<file path="config.mk">
export PLATFORM = sky130hd
export DESIGN_NAME = galois_lfsr_gen
export DESIGN_NICKNAME = d
export VERILOG_FILES = /design/src/rtl/galois_lfsr_gen.sv
export SDC_FILE = /design/constraint.sdc
export NUM_CORES = 1
export LEC_CHECK = 0
export BUFFER_PORTS_ARGS = -buffer_cell sky130_fd_sc_hd__buf_4
export CAP_MARGIN = 20
export CORE_ASPECT_RATIO = 1.2
export CORE_MARGIN = 5
export CORE_UTILIZATION = 40
export DETAILED_ROUTE_END_ITERATION = 8
export GPL_TIMING_DRIVEN = 0
export PLACE_DENSITY_LB_ADDON = 0.12
export SLEW_MARGIN = 15
export SYNTH_ARGS = -nofsm -noshare
export SYNTH_HDL_FRONTEND = slang
export SYNTH_SLANG_ARGS = --single-unit
</file>
<file path="constraint.sdc">
create_clock -name clk -period 2.15 [get_ports clk]
set_input_delay 0.3225 -clock clk [delete_from_list [all_inputs] [get_ports clk]]
set_output_delay 0.3225 -clock clk [all_outputs]
set_load 0.01 [all_outputs]
</file>
<file path="src/rtl/galois_lfsr_gen.sv">
// Parametrised Galois LFSR source with reseed handshake, output stall, zero-load
// substitution and measured period between the start value and its recurrence.
module galois_lfsr_gen #(
  parameter int               WIDTH = 16,
  parameter logic [WIDTH-1:0] TAPS  = 16'hB400,
  parameter logic [WIDTH-1:0] SEED  = 16'h0400
) (
  input  logic             clk,
  input  logic             rst,
  input  logic             en,
  input  logic             load_valid,
  input  logic [WIDTH-1:0] load_data,
  output logic             load_ready,
  input  logic             out_ready,
  output logic             out_valid,
  output logic [WIDTH-1:0] out_lfsr,
  output logic             out_bit,
  output logic             zero_fix,
  output logic             wrap,
  output logic [WIDTH-1:0] period
);

  typedef enum logic {INIT, RUN} fsm_t;

  fsm_t             fsm;
  logic [WIDTH-1:0] state;
  logic [WIDTH-1:0] start;
  logic [WIDTH-1:0] cnt;
  logic [WIDTH-1:0] step_next;

  function automatic logic [WIDTH-1:0] lfsr_next(input logic [WIDTH-1:0] s);
    return (s >> 1) ^ (s[0] ? TAPS : '0);
  endfunction

  function automatic logic [WIDTH-1:0] nonzero_load(input logic [WIDTH-1:0] d);
    return (d == '0) ? SEED : d;
  endfunction

  assign step_next = lfsr_next(state);
  assign out_lfsr  = state;
  assign out_bit   = state[0];

  always_ff @(posedge clk) begin
    if (!rst) begin
      fsm        <= INIT;
      state      <= '0;
      start      <= '0;
      cnt        <= '0;
      period     <= '0;
      out_valid  <= 1'b0;
      load_ready <= 1'b0;
      zero_fix   <= 1'b0;
      wrap       <= 1'b0;
    end else begin
      zero_fix <= 1'b0;
      wrap     <= 1'b0;
      case (fsm)
        INIT: begin
          state      <= SEED;
          start      <= SEED;
          cnt        <= '0;
          out_valid  <= 1'b1;
          load_ready <= 1'b1;
          fsm        <= RUN;
        end
        default: begin
          // A reseed outranks a step issued in the same cycle.
          if (load_valid && load_ready) begin
            state    <= nonzero_load(load_data);
            start    <= nonzero_load(load_data);
            cnt      <= '0;
            zero_fix <= (load_data == '0);
          end else if (en && out_ready) begin
            state <= step_next;
            if (step_next == start) begin
              wrap   <= 1'b1;
              period <= cnt + 1'b1;
              cnt    <= '0;
            end else begin
              cnt <= cnt + 1'b1;
            end
          end
        end
      endcase
    end
  end

endmodule

</file>
Word level (Yosys, flattened, before mapping):

Cells that the tools add are included.

* register bits: 68
* latch bits: 0
* bits in writable memories: 0
* ROM bits: 0
* input bits: 21
* output and inout port bits: 37
* logic and storage cells: 38
* memories kept: 0

* $add $sub $neg: 1
* multiply operators: 0
* divide/modulo/power cells: 0
* magnitude comparators: 0
* equality and inequality tests: 3
* shift operators: 0
* multiplexer cells: 10
* bitwise logic cells: 5
* reduce and logical (&&, ||, !) cells: 9

Operators with widths (number)
* 16-bit two-way mux: 5
* 11-bit two-way mux: 3
* 16-bit by 1-bit adder with 16-bit output, second input constant: 1
* 16-bit equality test: 1
* 16-bit logical NOT: 1
* 15-bit by 16-bit bitwise XOR with 16-bit output: 1
* 1-bit inverter: 4
* 4-bit AND reduction: 1
* 4-bit OR reduction: 1
* 3-bit by 1-bit != test with 1-bit output, second input constant: 1
* 3-bit AND reduction: 1
* 3-bit OR reduction: 1
* 1-bit logical AND: 2
* 1-bit two-way mux: 2
* 2-bit by 1-bit != test with 1-bit output, second input constant: 1
* 2-bit AND reduction: 1
* 2-bit nonzero test: 1

Longest topological paths before layout:

* depth after elaboration: 5
* mapped depth: 9
* gate-level depth less buffers: 6

Worst setup path after synthesis:

No wires, ideal clock.

* path type: register -> register
* start: register state[0], in the netlist out_lfsr[0]
* end: register period[8]
* setup time: 72 ps
* data arrival time: 1685 ps
* required time: 2078 ps
* slack: 393 ps
* stages on the path, launching flop included: 10
* buffers on the path: 4
* period minus slack after synthesis: 1757 ps
* cells stage by stage: dfxtp_1 > buf_6 > xnor2_2 > xor2_1 > and3_1 > buf_6 > and3_4 > buf_6 > buf_8 > mux2i_1

* longest elaborated chain between the ends: 4

RTL lines
* start: declaration: RTL line 26 `logic [WIDTH-1:0] state;`
* start signal: assignment: RTL line 69 `state <= nonzero_load(load_data);`
* start signal: assignment: RTL line 74 `state <= step_next;`
* 16-bit two-way mux: RTL line 32 `return (s >> 1) ^ (s[0] ? TAPS : '0);`
* 15-bit by 16-bit bitwise XOR with 16-bit output: RTL line 32
* 16-bit equality test: RTL line 75 `if (step_next == start) begin`
* 4-bit AND reduction (no line)
* end signal: assignment: RTL line 77 `period <= cnt + 1'b1;`
* end: declaration: RTL line 20 `output logic [WIDTH-1:0] period`

No other way between the ends.
A chain may end at the register's enable or synchronous reset.

Worst setup path after layout:

* start: register state[0], in the netlist out_lfsr[0]
* end: register period[1]

The elaborated chain is that of the path after synthesis.

==> results.json <==
{
  "grt_setup_unrepaired": "no",
  "post-route-min-period_ns": 2.03,
  "place_hpwl_microns": 7280,
  "max_freq_mhz": 493,
  "setup_ws_ns": 0.120,
  "ir_drop_mv": 0.301,
  "post_cts_buffers": 0,
  "synth_top_area_share_pct": 40.5,
  "total_leakage_power_nw": 1.49,
  "reg2reg_from": "out_lfsr[0]",
  "n_antenna_cell": 0,
  "dpl_worst_slack_ns": -0.0611,
  "ys_ff_latch": 68,
  "clk_latency_ns": 0.36,
  "instances_no_fill": 592,
  "p_per_area_nw_per_um2": 672,
  "synth_most_common_cell": "nand2_1",
  "synth_seq_area_share_pct": 40.5,
  "syn_nets": 427,
  "tns_ns": 0,
  "io_pins": 58,
  "yosys.area.top_type": "dfxtp_1",
  "clkTransAtPathRegs_ns": 0.08,
  "clockBufferDepth": 2,
  "totalWireLength_microns": 10100,
  "outcome": "finished, final reports clean",
  "netlist_top_cells_count": "99 x nand2_1, 68 x dfxtp_1, 26 x nor2_1",
  "placed_area_sq_um": 3930,
  "wl_per_cell_microns": 17.0,
  "layout-drive-gt1-share_pct": 22.2,
  "port_buffers": 57,
  "fin_nets": 495,
  "globalRouteTotalUtil_pct": 19.4,
  "cts_root_buf": "clkbuf_8",
  "grt_pass1_wl_microns": 16000,
  "vias_per_cell": 5.53,
  "holdCritStartpoint": "rst",
  "htree_levels": 3,
  "endpoint_kind": "flop",
  "place_congestion": 0.873,
  "timing.critical_path.from": "out_lfsr[0]",
  "setup_viol": 0,
  "drcViolationCount": 0,
  "core_sq_um": 8150,
  "holdCritPathClass": "input port to flop",
  "crit_fanout": 10,
  "grt_max_degree": 14,
  "area_growth_pct": 23.6,
  "whs_ns": 0.0750,
  "cp.arrival_ns": 2.32,
  "ys.flop_type": "dfxtp_1",
  "ys_types": 45,
  "start_kind": "flop",
  "slew_viol_final": 0,
  "final_cell_area_sq_um": 4160,
  "critPathRequiredTime_ns": 2.44,
  "cts_buffers": 9,
  "skew_ns": 0.0112,
  "grt_pass1_vias": 3164,
  "syn_inst": 405,
  "initial_core_util_pct": 41.3,
  "synth-edff-count": 0,
  "grt_overflow": 0,
  "fin_crit_sh_pct": 94.4,
  "ys_async_sr_fraction_pct": 0,
  "drt-initial-drc-count": 158,
  "final-hold-violation-count": 0,
  "slew_headroom_pct": 49.6,
  "cts_tree": "built",
  "drtPass1Iterations": 5,
  "antenna_found_initial": 0,
  "hold_buffers": 0,
  "max_cap_violations": 0,
  "cts.sinks": 68,
  "syn_area_per_cell_sq_um": 8.30,
  "worst_slew_pin_slew_ns": 0.750,
  "yosysWarnings": 0,
  "die_y_microns": 110,
  "num_vias": 3271,
  "antenna_left": 0,
  "ys_top_cells_by_area": "dfxtp_1 40%, nand2_1 11%, a311oi_1 4.4%",
  "dp.cells": 576,
  "die-area_sq_um": 10300,
  "syn_area_sq_um": 3360,
  "die_w_microns": 93.7,
  "rows": 36,
  "critical_path_class": "flop to flop"
}
## state kept, by name, indices dropped and copies added, names as in the netlist
register	count
period	16
start	16
cnt	16
wrap	1
fsm	1
out_valid	1
out_lfsr	16
zero_fix	1
## kinds of logic after synthesis
logic type / count (synthesis) / synth area share [%]
mux: 3 / 0.893
compound gates: 103 / 24.1
simple gates: 169 / 22.3
buf+inv: 40 / 6.21
fa+ha+maj: 1 / 0.372
flops: 68 / 40.5
xor+xnor: 21 / 5.69
## through the flow
stage	power (mW)	utilization [%]
3_3_place_gp	1.73	48.3
6_report	2.79	51.0
3_5_place_dp	1.73	48.3
4_1_cts	2.80	50.7
2_1_floorplan	1.56	-
5_1_grt	2.91	51.0
## worst max-delay path: stages, from the launching register on
cell and delay (ns):
dfxtp_1 0.34, buf_6 0.15, xor2_1 0.17, nor3_1 0.28, and3_1 0.23, buf_6 0.13
and3_4 0.18, buf_6 0.12, buf_8 0.16, mux2i_1 0.20
## area by class of cell
type / instances / area [sq um]
sequential: 68 / 1360
tap: 114 / 143
timing repair buffer: 57 / 428
clock inverter: 7 / 76.3
clock buffer: 9 / 124
fill: 802 / 4000
buffer: 32 / 183
multi-input combinational: 297 / 1810
inverter: 8 / 30.0
## layout by cell type, fill, tap and decap left out, drive strengths merged, types with 2 or more instances in the layout
cell,synthesis,layout
mux2i,3,3
a311oi,24,24
a21oi,23,23
buf,16,72
o211ai,19,19
nand2,99,99
nand2b,2,2
inv,7,8
clkinvlp,0,2
and3,7,7
a2111o,7,7
xor2,14,14
nor4,6,6
xnor2,7,7
nor2,26,26
o2111ai,4,4
clkinv,1,4
a31oi,13,13
and2,3,3
nand4,6,6
a21o,2,2
nand3,8,8
o21ai,7,7
dfxtp,68,68
a211oi,2,2
or3,3,3
clkbuf,16,26
nor3,5,5
## final timing paths
check | cells after the start | slack, ns | endpoint
setup / recovery | 9 | 0.12 | period[1]
hold / removal | 1 | 0.07 | fsm
setup reg to reg | 9 | 0.12 | period[1]
hold reg to reg | 2 | 0.46 | period[8]
## metal layers
metal / GRT usage, % / wire [microns] / vias up
met1: 23.7 / 4180 / 1544
li1: - / - / 1594
met4: 7.80 / 235 / 0
met5: 0 / 0 / -
met2: 32.6 / 5050 / 114
met3: 4.22 / 596 / 19
## what timing repair did
action | CTS | global route
endpoints found under the setup margin | 0 | 15
resized for setup | 0 | 7
endpoints found under the hold margin | 0 | 0
## where the power goes
part           leakage (nW)  total [mW]  internal, mW  switching, mW
Combinational         0.847       0.398         0.145          0.253
Clock                0.0958        1.08         0.541          0.544
Sequential            0.551        1.31          1.28         0.0262
Power figures use the tool's default switching activity.
